**config.mk**
```make
export PLATFORM = sky130hd
export DESIGN_NAME = branch_update_queue
export DESIGN_NICKNAME = d
export VERILOG_FILES = /design/src/rtl/branch_update_queue.sv
export SDC_FILE = /design/constraint.sdc
export NUM_CORES = 1
export LEC_CHECK = 0
export ABC_CLOCK_PERIOD_IN_PS = 5500
export BUFFER_PORTS_ARGS = -buffer_cell sky130_fd_sc_hd__clkbuf_2
export CAP_MARGIN = 30
export CORE_ASPECT_RATIO = 1.25
export CORE_MARGIN = 2
export CORE_UTILIZATION = 58
export DETAILED_ROUTE_END_ITERATION = 7
export GPL_ROUTABILITY_DRIVEN = 0
export PLACE_DENSITY = 0.88
export RECOVER_POWER = 100
export REMOVE_ABC_BUFFERS = 1
export SLEW_MARGIN = 20
export SYNTH_ARGS = -nofsm -noshare
export SYNTH_HDL_FRONTEND = slang
export SYNTH_SLANG_ARGS = --single-unit
```
**constraint.sdc**
```tcl
create_clock -name clk_i -period 5.5 [get_ports clk_i]
set_input_delay 1.1 -clock clk_i [delete_from_list [all_inputs] [get_ports clk_i]]
set_output_delay 1.1 -clock clk_i [all_outputs]
set_load 0.03 [all_outputs]
```
**src/rtl/branch_update_queue.sv**
```systemverilog
// branch_update_queue
//   In-order FIFO of {branch index, prediction} captured at lookup time.
//   Each resolve pops the oldest entry and drives a registered one-cycle
//   update (update_en_o/br_result_o/correct_o/idx_o) back to the predictor.
//   Optional statistics counters are compiled in with `define BUQ_STATS_EN.
module branch_update_queue #(
  parameter int unsigned DEPTH = 8,
  parameter int unsigned IDX_W = 32
) (
  input  logic                       clk_i,
  input  logic                       rst_i,
  input  logic                       lookup_valid_i,
  input  logic [IDX_W-1:0]           lookup_idx_i,
  input  logic                       pred_i,
  output logic                       lookup_ready_o,
  input  logic                       resolve_valid_i,
  input  logic                       resolve_taken_i,
  input  logic                       flush_i,
  output logic                       update_en_o,
  output logic                       br_result_o,
  output logic                       correct_o,
  output logic [IDX_W-1:0]           idx_o,
  output logic [$clog2(DEPTH):0]     occupancy_o,
`ifdef BUQ_STATS_EN
  output logic [31:0]                upd_count_o,
  output logic [31:0]                mispred_count_o,
`endif
  output logic                       resolve_err_o
);

  localparam int unsigned PW = $clog2(DEPTH);
  localparam int unsigned CW = PW + 1;

  // Each entry holds {idx, pred}; pred in bit 0.
  logic [IDX_W:0]  mem_q [DEPTH];
  logic [IDX_W:0]  mem_d [DEPTH];

  logic [PW-1:0]   wr_ptr_q, wr_ptr_d;
  logic [PW-1:0]   rd_ptr_q, rd_ptr_d;
  logic [CW-1:0]   count_q,  count_d;

  logic            update_en_q, update_en_d;
  logic            br_result_q, br_result_d;
  logic            correct_q,   correct_d;
  logic [IDX_W-1:0] idx_q,      idx_d;
  logic            resolve_err_q, resolve_err_d;

`ifdef BUQ_STATS_EN
  logic [31:0]     upd_count_q,     upd_count_d;
  logic [31:0]     mispred_count_q, mispred_count_d;
`endif

  logic            full;
  logic            empty;
  logic            push;
  logic            pop;
  logic [IDX_W:0]  head;
  logic            head_correct;

  assign full         = (count_q == CW'(DEPTH));
  assign empty        = (count_q == '0);
  // Flush wins over both push and pop; a same-cycle push never feeds a pop.
  assign push         = lookup_valid_i && !full && !flush_i;
  assign pop          = resolve_valid_i && !empty && !flush_i;
  assign head         = mem_q[rd_ptr_q];
  assign head_correct = (head[0] == resolve_taken_i);

  // Storage write: only the slot at the write pointer changes on a push.
  always_comb begin
    for (int unsigned i = 0; i < DEPTH; i++) begin
      mem_d[i] = mem_q[i];
    end
    if (push) begin
      mem_d[wr_ptr_q] = {lookup_idx_i, pred_i};
    end
  end

  // Pointer, count and error-flag next state.
  always_comb begin
    wr_ptr_d      = wr_ptr_q;
    rd_ptr_d      = rd_ptr_q;
    count_d       = count_q;
    resolve_err_d = resolve_err_q;
    if (flush_i) begin
      wr_ptr_d = '0;
      rd_ptr_d = '0;
      count_d  = '0;
    end else begin
      if (push) wr_ptr_d = wr_ptr_q + PW'(1);
      if (pop)  rd_ptr_d = rd_ptr_q + PW'(1);
      count_d = count_q + CW'(push) - CW'(pop);
    end
    if (resolve_valid_i && empty) begin
      resolve_err_d = 1'b1;
    end
  end

  // Update port next state: strobe follows a pop, data holds otherwise.
  always_comb begin
    update_en_d = pop;
    br_result_d = br_result_q;
    correct_d   = correct_q;
    idx_d       = idx_q;
    if (pop) begin
      br_result_d = resolve_taken_i;
      correct_d   = head_correct;
      idx_d       = head[IDX_W:1];
    end
  end

`ifdef BUQ_STATS_EN
  // Counters advance at the same edge that raises update_en_o.
  always_comb begin
    upd_count_d     = upd_count_q;
    mispred_count_d = mispred_count_q;
    if (pop) begin
      upd_count_d = upd_count_q + 32'd1;
      if (!head_correct) begin
        mispred_count_d = mispred_count_q + 32'd1;
      end
    end
  end

  // Statistics registers.
  always_ff @(posedge clk_i) begin
    if (rst_i) begin
      upd_count_q     <= '0;
      mispred_count_q <= '0;
    end else begin
      upd_count_q     <= upd_count_d;
      mispred_count_q <= mispred_count_d;
    end
  end

  assign upd_count_o     = upd_count_q;
  assign mispred_count_o = mispred_count_q;
`endif

  // Entry storage; contents are only meaningful below the count.
  always_ff @(posedge clk_i) begin
    for (int unsigned i = 0; i < DEPTH; i++) begin
      mem_q[i] <= mem_d[i];
    end
  end

  // Control and update registers.
  always_ff @(posedge clk_i) begin
    if (rst_i) begin
      wr_ptr_q      <= '0;
      rd_ptr_q      <= '0;
      count_q       <= '0;
      update_en_q   <= 1'b0;
      br_result_q   <= 1'b0;
      correct_q     <= 1'b0;
      idx_q         <= '0;
      resolve_err_q <= 1'b0;
    end else begin
      wr_ptr_q      <= wr_ptr_d;
      rd_ptr_q      <= rd_ptr_d;
      count_q       <= count_d;
      update_en_q   <= update_en_d;
      br_result_q   <= br_result_d;
      correct_q     <= correct_d;
      idx_q         <= idx_d;
      resolve_err_q <= resolve_err_d;
    end
  end

  assign lookup_ready_o = !full;
  assign update_en_o    = update_en_q;
  assign br_result_o    = br_result_q;
  assign correct_o      = correct_q;
  assign idx_o          = idx_q;
  assign occupancy_o    = count_q;
  assign resolve_err_o  = resolve_err_q;

endmodule

```
==> results.tsv, run 1 <==
metric	value	unit
drive_gt1_share	17.2	%
failed_checks	max-capacitance violations, max-slew violations	
synth.distinct_cells	32	
start_util	58.7	%
synth_area_leaders	edfxtp_1 68%, mux4_2 13%, dfxtp_1 8.4%	
synth_flop_cell	edfxtp_1	
crit_required	5.62	ns
wl	23.6	mm
min_path_type	register to register	
nets	718	
startpoint_type	register	
ys_ff_latch	313	
dr_total_vias	5910	
critPathMaxFanout	21	
io_pins	80	
yosysSeqAreaShare	76.1	%
synthesis.area	11700	sq um
die_area	21300	sq um
period_share	71.1	%
holdWs	0.471	ns
yosys.area.top_type	edfxtp_1	
synth_top_area_share	67.7	%
drt_iter0_drc	600	
max_freq	256	MHz
drv_cap	5	
viasPerCell	6.14	
fp.dieW	131	microns
syn_inst	581	
gr-total-overflow	0	
grt_max_degree	69	
cts_tree	done	
switching_share	20.4	%
dieHeight	163	microns
clkSinkCount	313	
tightestPinTransition	2.48	ns
hold_viol	0	
arrival	4.04	ns
clock_skew	0.0169	ns
clock_latency	0.54	ns
seqPwrFrac	56.1	%
finalCriticalPeriod	3.91	ns
rsz0062_at_grt	false	
final_max_slew_viol_count	150	
track_usage	22.6	%
hpwl	13.0	mm
clock-root-buffer	clkbuf_16	
grt_pass1_wl	35.5	mm
post-cts-setup-buffer-count	0	
pwr-share-comb	3.6	%
antenna_found_initial	0	
drtAntennaViolNets	0	
fin_util	65.9	%
wl_per_cell	24.5	microns
grt_pass1_vias	6187	
io_buffers	79	
power.switching	0.950	mW
worstSetupPathType	register to register	
async_reset_ff_share	0	%
core	20000	sq um
cts-htree-levels	1	
relSlewSlack	-65.4	%
synth_edf_count	264	
rows	58	
pwr_density_cell	355	nW/um^2
path_clk_slew	0.07	ns
finalSetupViolCount	0	
outcome	finished with violations	
cts_hold_buf	0	
peakVddDrop	0.000255	V
clockPowerShare	40.3	%
yosys_warnings	0	
cts_buffers	28	
first_pass_iters	5	
p_int	3.71	mW
fin_setup_tns	0	ns
drc	0	
cts_resized	0	
critPathCaptureType	register	
cts.path.max_buffers	3	
area_growth	12.3	%
syn_avg_cell_area	20.2	sq um
p_leak	3.94	nW
[final cells by class]
cell class / instances / area [sq um]
diodes: 1 / 2.50
clock buffers: 35 / 748
clock inverters: 15 / 135
fillers: 1243 / 6810
inverters: 7 / 26.3
multi-input cells: 230 / 2630
flip-flops and latches: 313 / 8910
well taps: 270 / 338
repair buffers: 91 / 362
[cells in the mapped netlist (all sizes together), types with 2 or more instances]
cell    count
a211oi     33
a21oi       7
buf        17
clkbuf     14
dfxtp      49
edfxtp    264
ha          7
inv         7
mux2i      34
mux4       66
nand2       7
nand2b      5
nor2       51
nor3        2
nor3b       2
or3b        2
xnor2       4
xor2        2
[flip-flops by register name (all words and copies together) (netlist names), named ones only]
register	flops
mem_q	264
br_result_o	1
idx_o	32
occupancy_o	4
correct_o	1
update_en_o	1
rd_ptr_q	3
resolve_err_o	1
wr_ptr_q	3
[critical path, cell delays in order, from the launching register on]
cell      delay (ns)
dfxtp_1         0.33
inv_1           0.09
ha_1            0.20
or3b_1          0.24
and3b_1         0.23
nand2b_1        0.17
nor2_1          1.04
clkbuf_1        1.19
[cell usage in the layout (no fill, tap or decap), drive strengths merged, types with 3 or more instances in the layout]
cell and count:
a21oi 7, mux4 66, ha 7, clkinv 9, a211oi 33, buf 4, clkinvlp 3, nand2 7
nand2b 5, mux2i 34, xnor2 4, nor2 51, edfxtp 264, dfxtp 49, inv 8, clkbuf 122
[per-layer routing]
layer / wire (microns) / global-route usage (%) / vias to the layer above / share of wire (%)
met5: 0 / 0 / - / 0
met4: 722 / 8.95 / 0 / 3.1
met3: 1610 / 3.88 / 61 / 6.8
met2: 12500 / 39.4 / 311 / 53
met1: 8770 / 28.3 / 3026 / 37
li1: - / - / 2512 / -
[power by group through the flow]
stage	Sequential [mW]	Clock (mW)	Combinational (mW)
2_1_floorplan	2.69	0	0.0725
3_3_place_gp	2.66	0	0.161
3_5_place_dp	2.66	0	0.172
4_1_cts	2.61	1.90	0.176
5_1_grt	2.62	1.99	0.179
6_report	2.61	1.88	0.168
[cell families after synthesis]
kind of cell,after synthesis,share of synthesized area [%]
flip-flops,313,76.1
AO/OA/AOI/OAI,42,2.56
buffers and inverters,38,1.55
AND/OR/NAND/NOR,74,2.84
multiplexers,100,15.6
XOR/XNOR,6,0.449
adder cells (fa/ha/maj),8,0.919
[path summary, 6_finish.rpt]
path | start | end | slack (ns) | cells past startpoint
hold / removal | br_result_o$_SDFFE_PP0P_ | br_result_o$_SDFFE_PP0P_ | 0.47 | 2
setup / recovery | occupancy_o[2]$_SDFF_PP0_ | mem_q[4][22]$_DFFE_PP_ | 1.59 | 7
setup reg to reg | occupancy_o[2]$_SDFF_PP0_ | mem_q[4][22]$_DFFE_PP_ | 1.59 | 7
hold reg to reg | br_result_o$_SDFFE_PP0P_ | br_result_o$_SDFFE_PP0P_ | 0.47 | 2
[through the flow]
step | worst slack, ns | total power, mW | std cells | area (sq um)
after floorplan | 1.20 | 2.76 | 550 | 11600
after global placement | 2.39 | 2.82 | 905 | 12400
final | 1.59 | 4.66 | 962 | 13200
after CTS | 2.63 | 4.69 | 961 | 13400
after global routing | 1.34 | 4.78 | 961 | 13100
after detailed placement | 2.26 | 2.84 | 911 | 12600
Power figures use the tool's default switching activity.
==> inputs of run 2 (changes only) <==
--- a/config.mk
+++ b/config.mk
@@ -5,7 +5,8 @@
 export SDC_FILE = /design/constraint.sdc
 export NUM_CORES = 1
 export LEC_CHECK = 0
-export ABC_CLOCK_PERIOD_IN_PS = 5500
+export ABC_AREA = 1
+export ABC_CLOCK_PERIOD_IN_PS = 3900
 export BUFFER_PORTS_ARGS = -buffer_cell sky130_fd_sc_hd__clkbuf_2
 export CAP_MARGIN = 30
 export CORE_ASPECT_RATIO = 1.25
==> constraint.sdc (replaced) <==
create_clock -name clk_i -period 3.9 [get_ports clk_i]
set_input_delay 0.78 -clock clk_i [delete_from_list [all_inputs] [get_ports clk_i]]
set_output_delay 0.78 -clock clk_i [all_outputs]
set_load 0.03 [all_outputs]
==> run 2 against run 1 <==
  * The flow now finishes without violations
  * Sequential cell count stayed put
  * Global-route usage increased by 1.8 points
  * Die area grew 4.0%
  * Non-clock buffer count is 10 higher
  * Worst setup slack lost 0.86 ns
  * Register-to-register slack lost 0.86 ns
  * Area after synthesis is 4.1% higher
  * Combinational power increased by 61%
  * Sequential share of layout area fell by 2.6 points
  * Highest routed layer unchanged
==> results.tsv, run 2 <==
metric	value	unit	change
outcome	finished, final reports clean		was finished with violations
start_util	58.8	%	was 58.7%
path_clk_slew	0.07	ns	about the same
top_layer_used	met4		unchanged
clockPowerShare	43.2	%	was 40.3%
relSlewSlack	9.98	%	was -65.4%
drv_cap	0		was 5
dieHeight	166	microns	was 163 microns
synth_area_leaders	edfxtp_1 65%, dfxtp_1 8.0%, nor2_1 7.4%		was edfxtp_1 68%, mux4_2 13%, dfxtp_1 8.4%
total_power	6.98	mW	was 4.66 mW
worstPathBufferInverterCount	2		unchanged
ys_ff_latch	313		unchanged
critPathCaptureType	register		unchanged
r2r_start	occupancy_o[2]$_SDFF_PP0_		unchanged
crit_cells	7		unchanged
syn_inst	997		was 581
synth_top_area_share	65.0	%	was 67.7%
drc	0		unchanged
first_pass_iters	7		was 5
cts_buffers	28		unchanged
min_path_type	register to register		unchanged
endpoint	mem_q[2][31]$_DFFE_PP_		was mem_q[4][22]$_DFFE_PP_
post-cts-setup-buffer-count	0		unchanged
clock_latency	0.54	ns	about the same
synth.distinct_cells	29		was 32
cts_tree	done		unchanged
switching_share	20.2	%	was 20.4%
drtAntennaViolNets	0		unchanged
wl_per_cell	20.0	microns	was 24.5 microns
final_common_cell	edfxtp_1		unchanged
arrival	3.34	ns	was 4.04 ns
antenna_found_initial	0		unchanged
drt_iter0_drc	944		was 600
met3_length	2.24	mm	was 1.61 mm
crit_top_cell	nand3_1		
ff2ff_setup_slack	0.73	ns	was 1.59 ns
clock-root-buffer	clkbuf_16		unchanged
tightestPinTransition	1.35	ns	was 2.48 ns
finalCriticalPeriod	3.17	ns	was 3.91 ns
dr_total_vias	8128		was 5910
slowest_delay	0.82	ns	was 1.19 ns
drive_gt1_share	6.88	%	was 17.2%
fin_util	65.9	%	about the same
max_freq	315	MHz	was 256 MHz
hpwl	15.1	mm	was 13.0 mm
worstPathCellList	inv_1 -> ha_1 -> nand3_1 -> nand3_1 -> or2_0 -> nor2_1 -> clkbuf_1		was inv_1 -> ha_1 -> or3b_1 -> and3b_1 -> nand2b_1 -> nor2_1 -> clkbuf_1
die_area	22200	sq um	was 21300 sq um
hold_depth	2		unchanged
final_max_slew_viol_count	0		was 150
grt_pass1_wl	42.2	mm	was 35.5 mm
synth_most_common_cell	edfxtp_1		unchanged
cts.path.max_buffers	3		unchanged
async_reset_ff_share	0	%	unchanged
p_int	5.57	mW	was 3.71 mW
grt_pass1_vias	7998		was 6187
cts_hold_buf	0		unchanged
wl_met2	14.1	mm	was 12.5 mm
yosys_warnings	0		unchanged
worstSetupPathType	register to register		unchanged
synth_edf_count	264		unchanged
reg2regPathDepth	7		unchanged
nets	1115		was 718
fp.dieW	134	microns	was 131 microns
startpoint_type	register		unchanged
io_pins	80		unchanged
hold_viol	0		unchanged
pwr_density_cell	510	nW/um^2	was 355 nW/um^2
path_delay_family	simple AND/OR/NAND/NOR gates		unchanged
yosys.area.top_type	edfxtp_1		unchanged
track_usage	24.5	%	was 22.6%
final_cell_mix	264 x edfxtp_1, 236 x nor2_1, 112 x o21ai_0, 89 x clkbuf_1, 60 x nand2_1		was 264 x edfxtp_1, 89 x clkbuf_1, 66 x mux4_2, 51 x nor2_1, 47 x dfxtp_1
peakVddDrop	0.000532	V	was 0.000255 V
synthTopCellsByCount	264 x edfxtp_1, 241 x nor2_1, 112 x o21ai_0		was 264 x edfxtp_1, 66 x mux4_2, 51 x nor2_1
pwr-share-comb	3.9	%	was 3.6%
regMostFlops	mem_q		unchanged
yosysSeqAreaShare	73.1	%	was 76.1%
power.switching	1.41	mW	was 0.950 mW
rsz0062_at_grt	false		unchanged
cts-htree-levels	1		unchanged
clkSinkCount	313		unchanged
r2r_end	mem_q[2][31]$_DFFE_PP_		was mem_q[4][22]$_DFFE_PP_
rows	59		was 58
p_leak	4.62	nW	was 3.94 nW
crit_required	4.06	ns	was 5.62 ns
synthesis.area	12200	sq um	was 11700 sq um
synth_flop_cell	edfxtp_1		unchanged
io_buffers	79		unchanged
syn_avg_cell_area	12.2	sq um	was 20.2 sq um
largest_register_ffs	264		unchanged
critPathSlowestCell	nor2_1		was clkbuf_1
critPathMaxFanout	11		was 21
core	20700	sq um	was 20000 sq um
cts_resized	0		unchanged
viasPerCell	5.95		was 6.14
crit_path_start	occupancy_o[2]$_SDFF_PP0_		unchanged
seqPwrFrac	52.9	%	was 56.1%
wl	27.3	mm	was 23.6 mm
gr-total-overflow	0		unchanged
grt_max_degree	112		was 69
area_growth	12.2	%	was 12.3%
finalSetupViolCount	0		unchanged
period_share	81.3	%	was 71.1%
routedLengthMet1	10.1	mm	was 8.77 mm
clock_skew	0.0165	ns	was 0.0169 ns
run 2: changes by cell type after synthesis, moves of 29 or more:
cell,previous run,this run
o21ai_0,1,112
nor2_1,51,241
mux4_2,66,0
mux2i_1,34,0
o21ai_1,0,53
nand2_1,7,60
o211ai_1,0,29
nand3_1,1,43
a21oi_1,7,42
a211oi_1,32,0
run 2: worst register-to-register path, cell delays in order, from the launching register on:
cell and delay, ns:
dfxtp_1 0.36, inv_1 0.10, ha_1 0.20, nand3_1 0.10, nand3_1 0.16, or2_0 0.43, nor2_1 0.83, clkbuf_1 0.63
run 2: per-layer routing:
layer	global-route usage (%)	up-vias
met5	0	-
met4	10.5	0
met3	3.85	72
met2	42.0	452
met1	31.1	3915
li1	-	3689
run 2: kinds of logic after synthesis:
group | after synthesis | share of synthesized area (%)
buffers and inverters | 84 | 3.87
AO/OA/AOI/OAI | 239 | 10.6
AND/OR/NAND/NOR | 352 | 11.6
flip-flops | 313 | 73.1
XOR/XNOR | 1 | 0.0719
adder cells (fa/ha/maj) | 8 | 0.883
run 2: metrics by stage:
step           instance area (sq um)  setup WS (ns)  instances  hold WS, ns  TNS [ns]
2_1_floorplan                  11800         -0.261        937        0.466     -7.14
3_3_place_gp                   12800           1.02       1309        0.440         0
3_5_place_dp                   12800          0.974       1310        0.447         0
4_1_cts                        13800           1.26       1362        0.421         0
5_1_grt                        13700          0.543       1364        0.493         0
6_report                       13700          0.728       1365        0.455         0
run 2: cell type report:
cell class | instances | area, sq um
sequential | 313 | 8910
antenna | 1 | 2.50
clock inverter | 12 | 218
tap | 274 | 343
timing repair buffer | 101 | 473
inverter | 24 | 96.3
clock buffer | 40 | 807
multi-input combinational | 600 | 2830
fill | 1384 | 7070
run 2: worst min-delay path by stage:
stage                                          start                         end
final                     resolve_err_o$_SDFFE_PP0P_  resolve_err_o$_SDFFE_PP0P_
after global routing                           rst_i  resolve_err_o$_SDFFE_PP0P_
after CTS                                      rst_i  resolve_err_o$_SDFFE_PP0P_
after detailed placement  resolve_err_o$_SDFFE_PP0P_  resolve_err_o$_SDFFE_PP0P_
after global placement    resolve_err_o$_SDFFE_PP0P_  resolve_err_o$_SDFFE_PP0P_
after floorplan             rd_ptr_q[0]$_SDFFE_PP0P_                    register
run 2: power groups by stage:
stage / registers, mW / clock network [mW] / logic (mW)
global placement: 3.76 / 0 / 0.264
detailed placement: 3.76 / 0 / 0.276
finish: 3.69 / 3.02 / 0.271
floorplan: 3.80 / 0 / 0.108
global route: 3.69 / 3.17 / 0.296
CTS: 3.69 / 3.03 / 0.281
==> inputs of run 3 (changes only) <==
--- a/config.mk
+++ b/config.mk
@@ -6,7 +6,7 @@
 export NUM_CORES = 1
 export LEC_CHECK = 0
 export ABC_AREA = 1
-export ABC_CLOCK_PERIOD_IN_PS = 3900
+export ABC_CLOCK_PERIOD_IN_PS = 3300
 export BUFFER_PORTS_ARGS = -buffer_cell sky130_fd_sc_hd__clkbuf_2
 export CAP_MARGIN = 30
 export CORE_ASPECT_RATIO = 1.25
==> constraint.sdc (replaced) <==
create_clock -name clk_i -period 3.3 [get_ports clk_i]
set_input_delay 0.66 -clock clk_i [delete_from_list [all_inputs] [get_ports clk_i]]
set_output_delay 0.66 -clock clk_i [all_outputs]
set_load 0.03 [all_outputs]
==> run 3 against run 2 <==
  * Worst hold slack got worse by 0.13 ns
  * Sequential power increased by 18%
  * Count of clock-buffer cells in the layout increased by 2
  * Clock skew decreased by 0.0034 ns
  * Combinational power increased by 24%
  * Clock power increased by 2%
  * First-iteration DRC count increased by 7.4%
  * Utilization decreased by 0.61 points
  * Critical path type unchanged
  * Critical endpoint is now mem_q[2][20]$_DFFE_PP_
==> results.tsv, run 3 (synthesis results as in run 2) <==
metric	value	unit	change
startpoint_type	register		unchanged
cts_hold_buf	0		unchanged
period_share	82.5	%	was 81.3%
clock_latency	0.53	ns	was 0.54 ns
outcome	finished, final reports clean		unchanged
r2r_start	occupancy_o[2]$_SDFF_PP0_		unchanged
grt_pass1_wl	45.6	mm	was 42.2 mm
r2r_end	mem_q[2][20]$_DFFE_PP_		was mem_q[2][31]$_DFFE_PP_
tightestPinTransition	1.18	ns	was 1.35 ns
relSlewSlack	21.6	%	was 9.98%
drt_iter0_drc	1014		was 944
regArea	8910	sq um	unchanged
antenna_found_initial	0		unchanged
path_clk_slew	0.06	ns	was 0.07 ns
track_usage	26.6	%	was 24.5%
design_area	13600	sq um	was 13700 sq um
peakVddDrop	0.000404	V	was 0.000532 V
post-cts-setup-buffer-count	0		unchanged
wl_per_cell	21.8	microns	was 20.0 microns
dieHeight	166	microns	unchanged
regMostFlops	mem_q		unchanged
dr_total_vias	8341		was 8128
ff2ff_setup_slack	0.58	ns	was 0.73 ns
first_pass_iters	6		was 7
worstSetupPathType	register to register		unchanged
drc	0		unchanged
drtAntennaViolNets	0		unchanged
wl	29.6	mm	was 27.3 mm
hpwl	15.8	mm	was 15.1 mm
clock_skew	0.0131	ns	was 0.0165 ns
grt_pass1_vias	8473		was 7998
p_leak	4.57	nW	was 4.62 nW
hold_viol	0		unchanged
critPathMaxFanout	33		was 11
cts_resized	0		unchanged
io_buffers	79		unchanged
drv_cap	0		unchanged
final_max_slew_viol_count	0		unchanged
gr-total-overflow	0		unchanged
final_common_cell	edfxtp_1		unchanged
cts_tree	done		unchanged
clock-root-buffer	clkbuf_16		unchanged
pwr_density_cell	573	nW/um^2	was 510 nW/um^2
endpoint	mem_q[2][20]$_DFFE_PP_		was mem_q[2][31]$_DFFE_PP_
largest_register_ffs	264		unchanged
finalSetupViolCount	0		unchanged
place_area	12900	sq um	was 12800 sq um
die_area	22200	sq um	unchanged
worst_slack	0.579	ns	was 0.728 ns
max_freq	368	MHz	was 315 MHz
num_antenna_cells	0		was 1
finalCriticalPeriod	2.72	ns	was 3.17 ns
dpl_worst_slack	0.809	ns	was 0.974 ns
arrival	2.87	ns	was 3.34 ns
crit_required	3.45	ns	was 4.06 ns
multi_input_area	2840	sq um	was 2830 sq um
rsz0062_at_grt	false		unchanged
start_util	58.8	%	unchanged
io_pins	80		unchanged
reg2regPathDepth	7		unchanged
total_power	7.77	mW	was 6.98 mW
viasPerCell	6.15		was 5.95
drive_gt1_share	6.37	%	was 6.88%
cts_buffers	27		was 28
grt_max_degree	133		was 112
nets	1110		was 1115
cts-htree-levels	1		unchanged
rows	59		unchanged
fillers	1378		was 1384
cts.path.max_buffers	3		unchanged
critPathCaptureType	register		unchanged
fp.dieW	134	microns	unchanged
min_path_type	primary input to register		was register to register
crit_path_start	occupancy_o[2]$_SDFF_PP0_		unchanged
clkSinkCount	313		unchanged
area_growth	11.2	%	was 12.2%
core	20700	sq um	unchanged
final_cell_mix	264 x edfxtp_1, 235 x nor2_1, 112 x o21ai_0, 87 x clkbuf_1, 60 x nand2_1		was 264 x edfxtp_1, 236 x nor2_1, 112 x o21ai_0, 89 x clkbuf_1, 60 x nand2_1
[run 3: cell count changes in the layout (fill, tap and decap cells not counted), moves of 2 or more]
cell,delta
bufinv_16,-4
buf_12,+4
nor2_4,+2
clkbuf_2,+5
buf_4,-6
clkbuf_16,-2
clkbuf_1,-2
[run 3: how the worst min path moves through the flow]
stage                               startpoint                          to  slack (ns)  cells past startpoint
detailed placement  resolve_err_o$_SDFFE_PP0P_  resolve_err_o$_SDFFE_PP0P_        0.46                      2
floorplan             rd_ptr_q[0]$_SDFFE_PP0P_                    register        0.47                      2
global placement    resolve_err_o$_SDFFE_PP0P_  resolve_err_o$_SDFFE_PP0P_        0.44                      2
global route                             rst_i    br_result_o$_SDFFE_PP0P_        0.33                      2
finish                                   rst_i    br_result_o$_SDFFE_PP0P_        0.33                      2
CTS                                      rst_i    br_result_o$_SDFFE_PP0P_        0.32                      2
[run 3: stage by stage]
step | hold WS, ns | utilization, % | TNS, ns | instances
5_1_grt | 0.332 | 65.3 | 0 | 1357
3_5_place_dp | 0.458 | 62.0 | 0 | 1308
2_1_floorplan | 0.466 | - | -52.30 | 937
4_1_cts | 0.323 | 66.1 | 0 | 1357
3_3_place_gp | 0.439 | 61.9 | 0 | 1307
6_report | 0.328 | 65.3 | 0 | 1357
[run 3: cell type report]
cell class	count	area share, %
well taps	274	2.53
inverters	24	0.702
multi-input cells	600	20.9
flip-flops and latches	313	65.8
repair buffers	97	3.83
clock inverters	7	0.600
clock buffers	42	5.62
[run 3: where the power goes]
group / switching, mW / internal (mW)
sequential: 0.0228 / 4.34
combinational: 0.257 / 0.0790
clock: 1.34 / 1.74
[run 3: critical path: stages, from the launching register on]
cell and delay (ns):
dfxtp_1 0.33, inv_1 0.08, ha_1 0.19, nand3_1 0.09
nand3_1 0.16, or2_0 0.46, nor2_4 0.15, clkbuf_2 0.85
[run 3: metal layers]
| layer | GRT usage [%] | routed length, microns | vias up |
|---|---|---|---|
| li1 | - | - | 3663 |
| met1 | 32.4 | 10300 | 3968 |
| met2 | 46.2 | 15200 | 602 |
| met3 | 4.61 | 2900 | 108 |
| met4 | 12.8 | 1180 | 0 |
| met5 | 0 | 0 | - |
